### config.mk
export PLATFORM = sky130hd
export DESIGN_NAME = jtframe_mixer_seq
export DESIGN_NICKNAME = d
export VERILOG_FILES = /design/src/rtl/jtframe_mixer_seq.sv
export SDC_FILE = /design/constraint.sdc
export NUM_CORES = 1
export LEC_CHECK = 0
export ABC_AREA = 1
export BUFFER_PORTS_ARGS = -buffer_cell sky130_fd_sc_hd__buf_2
export CAP_MARGIN = 0
export CELL_PAD_IN_SITES_DETAIL_PLACEMENT = 1
export CELL_PAD_IN_SITES_GLOBAL_PLACEMENT = 1
export CORE_MARGIN = 2
export CORE_UTILIZATION = 43
export CTS_BUF_LIST = sky130_fd_sc_hd__clkbuf_2
export DETAILED_ROUTE_END_ITERATION = 6
export PLACE_DENSITY_LB_ADDON = 0.1
export SYNTH_ARGS = -nofsm -noshare
export SYNTH_HDL_FRONTEND = slang
export SYNTH_SLANG_ARGS = --single-unit
### constraint.sdc
create_clock -name clk -period 5.47 [get_ports clk]
set_input_delay 0 -clock clk [delete_from_list [all_inputs] [get_ports clk]]
set_output_delay 0 -clock clk [all_outputs]
set_load 0.005 [all_outputs]
### src/rtl/jtframe_mixer_seq.sv
// Time-multiplexed N-channel audio mixer: snapshots all channels on cen, then
// accumulates one gain-scaled channel per clock through a single shared multiplier.
module jtframe_mixer_seq #(
  parameter int CH    = 4,
  parameter int W     = 16,
  parameter int WOUT  = 16,
  parameter int GFRAC = 4
) (
  input  logic              clk,
  input  logic              rst,
  input  logic              cen,
  input  logic [CH*W-1:0]   ch,
  input  logic [CH*8-1:0]   gain,
  output logic [WOUT-1:0]   mixed,
  output logic              valid,
  output logic              peak,
  output logic              busy,
  output logic              overrun
);

  localparam int unsigned CW = $clog2(CH);
  localparam int unsigned IW = (CW < 1) ? 1 : CW;
  localparam int unsigned PW = W + 9;
  localparam int unsigned AW = W + 9 + CW;

`ifdef SIMULATION
  if (WOUT > W || CH < 2 || CH > 16) begin : g_param_check
    $fatal(1, "jtframe_mixer_seq: bad parameters CH=%0d W=%0d WOUT=%0d", CH, W, WOUT);
  end
`endif

  typedef enum logic [1:0] {IDLE, ACC, DONE} state_t;

  state_t                state;
  logic [IW-1:0]         idx;
  logic signed [AW-1:0]  acc;
  logic signed [W-1:0]   ch_s [CH];
  logic [7:0]            g_s  [CH];

  logic signed [PW-1:0]  prod_c;
  logic signed [AW-1:0]  shifted_c;
  logic signed [W-1:0]   sat_c;
  logic                  clip_c;

  // Gain is unsigned, so it is zero-extended before the signed multiply.
  always_comb begin
    prod_c = PW'($signed({1'b0, g_s[idx]})) * PW'(ch_s[idx]);
  end

  // Scale back by the gain fraction, then clamp to the W-bit signed range.
  always_comb begin
    shifted_c = acc >>> GFRAC;
    sat_c     = shifted_c[W-1:0];
    clip_c    = 1'b0;
    if (shifted_c > AW'($signed({1'b0, {(W-1){1'b1}}}))) begin
      sat_c  = {1'b0, {(W-1){1'b1}}};
      clip_c = 1'b1;
    end else if (shifted_c < AW'($signed({1'b1, {(W-1){1'b0}}}))) begin
      sat_c  = {1'b1, {(W-1){1'b0}}};
      clip_c = 1'b1;
    end
  end

  always_ff @(posedge clk) begin
    if (rst) begin
      state   <= IDLE;
      idx     <= '0;
      acc     <= '0;
      mixed   <= '0;
      valid   <= 1'b0;
      peak    <= 1'b0;
      busy    <= 1'b0;
      overrun <= 1'b0;
    end else begin
      valid <= 1'b0;
      peak  <= 1'b0;
      case (state)
        IDLE: begin
          if (cen) begin
            for (int k = 0; k < CH; k++) begin
              ch_s[k] <= ch[k*W +: W];
              g_s[k]  <= gain[k*8 +: 8];
            end
            acc   <= '0;
            idx   <= '0;
            busy  <= 1'b1;
            state <= ACC;
          end
        end
        ACC: begin
          if (cen) overrun <= 1'b1;
          acc <= acc + AW'(prod_c);
          idx <= idx + IW'(1);
          if (idx == IW'(CH - 1)) state <= DONE;
        end
        DONE: begin
          if (cen) overrun <= 1'b1;
          mixed <= sat_c[W-1 -: WOUT];
          valid <= 1'b1;
          peak  <= clip_c;
          busy  <= 1'b0;
          state <= IDLE;
        end
        default: state <= IDLE;
      endcase
    end
  end

endmodule

# == Word-level counts from Yosys, hierarchy flattened ==
# Memories as Yosys holds them, arrays and structs flattened. A register that Yosys moved wholly into a read port is not among the register bits.
# Index checks and enable logic that the tools add are counted.
# totals
ff_bits,51
latchBits,0
mem_bits_rw,96
mem_bits_ro,0
in_bits,99
out_inout_bits,20
elab_cells,52
mem_count,2
# memory_table
name,depth,word_bits,read_ports,rd_clocked_by_memory_dff,wr,line_no,source
ch_s,4,16,1,1,4,37,logic signed [W-1:0] ch_s [CH];
g_s,4,8,1,1,4,38,logic [7:0] g_s [CH];
# classes
addsub,2
mul,1
div,0
n_lt_le_gt_ge,2
n_eq_ne,5
shift,0
mux,22
bitwise,1
reduce_logical,9
# ops
cell,n
case mux 27 bit (2 select lines),1
two-way mux 16 bit,2
adder 27 x 25 -> 27 bit,1
two-way mux 27 bit,1
multiplier 9 x 16 -> 25 bit,1
"greater-than comparator 23 x 16 -> 1 bit, second input constant",1
"< comparator 23 x 16 -> 1 bit, second input constant",1
two-way mux 2 bit,7
two-way mux 1 bit,8
case mux 2 bit (2 select lines),2
AND reduction 2 bit,4
"== test 2 bit, second input constant",2
"inequality test 2 bit, second input constant",2
nonzero test 2 bit,2
OR reduction 2 bit,2
"adder 2 x 1 -> 2 bit, second input constant",1
"== test 2 x 1 -> 1 bit, second input constant",1
logical NOT 2 bit,1
case mux 1 bit (2 select lines),1
inverter 1 bit,1

# == Longest topological paths before layout ==
# depth
ltp_word,5
depth_mapped,29
ltp_nobuf,27

# == Worst setup path after synthesis ==
# OpenSTA, ideal clock, no wires.
# synth_timing
path_type,flip-flop to flip-flop
from,register (tool-made name)
to,register acc[22]
setup_ns,0.132
arrival_time_ns,5.156
required_time_ns,5.338
path_slack_ns,0.182
stages_incl_launch_ff,26
n_path_buf,1
period_less_slack_ns,5.288
path_cell_list,dfxtp_1 -> inv_2 -> buf_4 -> a21oi_1 -> a32oi_2 -> inv_2 -> nor2_1 -> inv_1 -> fa_1 -> fa_1 -> fa_1 -> inv_1 -> fa_1 -> inv_1 -> fa_1 -> inv_1 -> ha_1 -> nand2_1 -> nor2_1 -> nand2_1 -> nor2_1 -> nand2_1 -> nand3_1 -> nand2_1 -> nand3_1 -> a21oi_1
# synth_rtl
element,line_no,source
to (signal assigned),92,acc <= acc + AW'(prod_c);
to (decl),36,logic signed [AW-1:0] acc;

==> results.cfg <==
[yosys]
synth_top_family_by_area = adder cells
avgSynthCellArea_um2 = 8.80
synth_compound_area_share_pct = 9.47
synthTopCellsByArea = edfxtp_1, fa_1, nand2_1
synth-seq-area-share_pct = 33.7
synth_edf_count = 96
ys_warn_count = 0
synth_adder_area_share_pct = 28.5
synth-xor-area-share_pct = 0.299
yosysTopAreaCellShare_pct = 24.6
synth_fp_nets = 1618
yosysTopAreaCell = edfxtp_1
synth_seq_cells = 149
synth-main-ff-cell = edfxtp_1
synth_cell_type_count = 38
synth_area_um2 = 11700
synthMuxAreaShare_pct = 0
synthArstFlopShare_pct = 0
netlist_instances = 1329
synthSimpleGateAreaFrac_pct = 17.1

[route]
ant_nets = 0
via_count = 13809
dr.pass1.iters = 7
drc = 1
wl_per_cell_um = 33.9
routed_wl_um = 74100
viasPerCell = 6.33
drtIter0Drc = 1697

[clock_tree]
worstSkewPairLatency_ns = 1.01
cts_buffer_depth = 2
path_clk_slew_ns = 0.45
cts_sinks = 149
cts_tree = yes
cts-root-buf = clkbuf_2
cts_made_buffers = 17
ctsHtreeMaxLevel = 4

[finish]
fin_nets = 2115
syn2layout_area_growth_pct = 56.9
drive_gt1_share_pct = 39.2
multi_input_area_um2 = 8030
postLayoutCellArea_um2 = 18400
n_fill_cell = 2910
regArea_um2 = 3950

[critical_path]
crit_path_start_kind = flop
endpoint_kind = flop
worstPathArrival_ns = 7.71
ff2ff_setup_slack_ns = -1.39
critPathKind = flop to flop
required_ns = 6.32
r2r_cells = 24
cp_max_fo = 7

[timing]
max_freq_mhz = 146
slew_violations = 0
slew_headroom_pct = 16.0
finalSetupTns_ns = -19.08
finalCriticalPeriod_ns = 6.86
fin_crit_sh_pct = 125
rsz0062_at_grt = yes
finalWorstSetupSlack_ns = -1.39
finalSetupViolCount = 21
finalHoldViolCount = 2
tightest_slew_ns = 1.26
whs_ns = -0.0601
worst_clock_skew_ns = 0.124

[grt]
grt_max_degree = 85
grt_pass1_wl_um = 78200
track_usage_pct = 37.1
antenna_found_initial = 4
grt_pass1_vias = 13405
gr-total-overflow = 0

[floorplanning]
boundaryPins = 119
rows = 60
die_h_um = 169
start_util_pct = 43.7
coreArea_um2 = 26800
chipWidth_um = 169
die_area_um2 = 28500

[place]
placed_cell_area_um2 = 13300
place_congestion = 0.841
dp_slack_ns = -0.356
hpwlAfterDp_um = 25700
io_buffers = 118

[run_status]
violations = design-rule violations, negative hold slack, negative setup slack
status = finished with violations

[flow_run]
maxCapViolCount = 0

[hold_path]
whs_path_depth = 3
hold_class = primary input to flop
-- synth_stat cells, drive strengths merged, types with 2 or more instances --
cell type / number
xnor2: 2
o21ai: 37
ha: 63
a21oi: 94
dfxtp: 53
fa: 127
nand3: 40
o22ai: 2
inv: 287
xor2: 2
o21bai: 2
nor2: 126
or2: 3
edfxtp: 96
buf: 28
clkbuf: 6
nand2: 318
a32oi: 22
nand4: 11
-- critical path, stage by stage, from the launching register on --
cell and delay [ns]:
dfxtp_4 0.55, buf_6 0.16, nand2_2 0.11, a32oi_4 0.35
buf_6 0.15, buf_6 0.12, nand2_2 0.07, fa_1 0.45
inv_1 0.30, fa_2 0.56, fa_1 0.53, fa_1 0.52
inv_1 0.16, fa_1 0.75, inv_2 0.16, ha_4 0.36
nand2_2 0.09, buf_4 0.17, buf_4 0.14, nor4_4 0.16
nand2_2 0.13, nand2_1 0.08, nand2_1 0.28, nand3_2 0.24
a21oi_2 0.09
-- final cells by class --
| class | instances | area share (%) |
|---|---|---|
| clock inverter | 15 | 1.04 |
| tap | 341 | 2.32 |
| clock buffer | 17 | 0.464 |
| timing repair buffer | 512 | 24.7 |
| inverter | 287 | 6.13 |
| sequential | 149 | 21.5 |
| multi-input combinational | 859 | 43.7 |
| antenna | 3 | 0.0409 |
-- flip-flops by register name (all words and copies together) (netlist names), named ones only --
signal,flops
acc,27
busy,1
ch_s,64
g_s,32
idx,2
mixed,16
overrun,1
peak,1
state,2
valid,1
-- path summary, 6_finish.rpt --
check	from	endpoint
min reg2reg	acc[6]$_SDFFE_PP0P_	mixed[2]$_SDFFE_PP0P_
max	flop	acc[19]$_SDFFE_PP0P_
min	rst	flop
max reg2reg	flop	acc[19]$_SDFFE_PP0P_
-- cells in the final DEF, fill, tap and decap left out, drive strengths merged, types with 2 or more instances in the layout --
| master | count |
|---|---|
| clkbuf | 20 |
| ha | 63 |
| o22ai | 2 |
| a32oi | 22 |
| clkinv | 9 |
| nor2 | 126 |
| nand3 | 40 |
| nand4 | 11 |
| xor2 | 2 |
| diode | 3 |
| inv | 291 |
| xnor2 | 2 |
| nand2 | 318 |
| dlygate4sd3 | 197 |
| o21ai | 37 |
| buf | 312 |
| o21bai | 2 |
| dfxtp | 53 |
| edfxtp | 96 |
| a21oi | 94 |
| clkinvlp | 2 |
| fa | 127 |
| or2 | 3 |
-- per-layer routing --
metal,track usage [%],wire length (um)
met5,0,13
met4,27.1,9320
met3,5.78,7690
met2,68.1,34300
met1,38.3,22700
-- kinds of logic (layout without fill, tap and decap cells) --
group,count (synthesis),in the layout
buffers and inverters,321,831
AO/OA/AOI/OAI,164,164
XOR/XNOR,4,4
adder cells (fa/ha/maj),190,190
other,0,3
flip-flops,149,149
AND/OR/NAND/NOR,501,501
-- stage by stage --
| stage | utilization, % | cells |
|---|---|---|
| 6_report | 68.5 | 2183 |
| 5_1_grt | 68.5 | 2183 |
| 4_1_cts | 61.8 | 2114 |
| 3_5_place_dp | 49.6 | 1848 |
| 3_3_place_gp | 49.6 | 1848 |
| 2_1_floorplan | - | 1329 |
-- repair_timing --
| action | CTS | global route |
|---|---|---|
| resized for setup | 135 | 361 |
| pin swaps | 55 | 174 |
| buffers inserted | 30 | 66 |
| cloned | 6 | 3 |
| hold buffers | 198 | 0 |
| setup endpoints to repair | 19 | 21 |
| hold endpoints to repair | 143 | 0 |
Power is not shown: default switching activity piles up to over one toggle a cycle in this logic, so the estimate is an artifact.
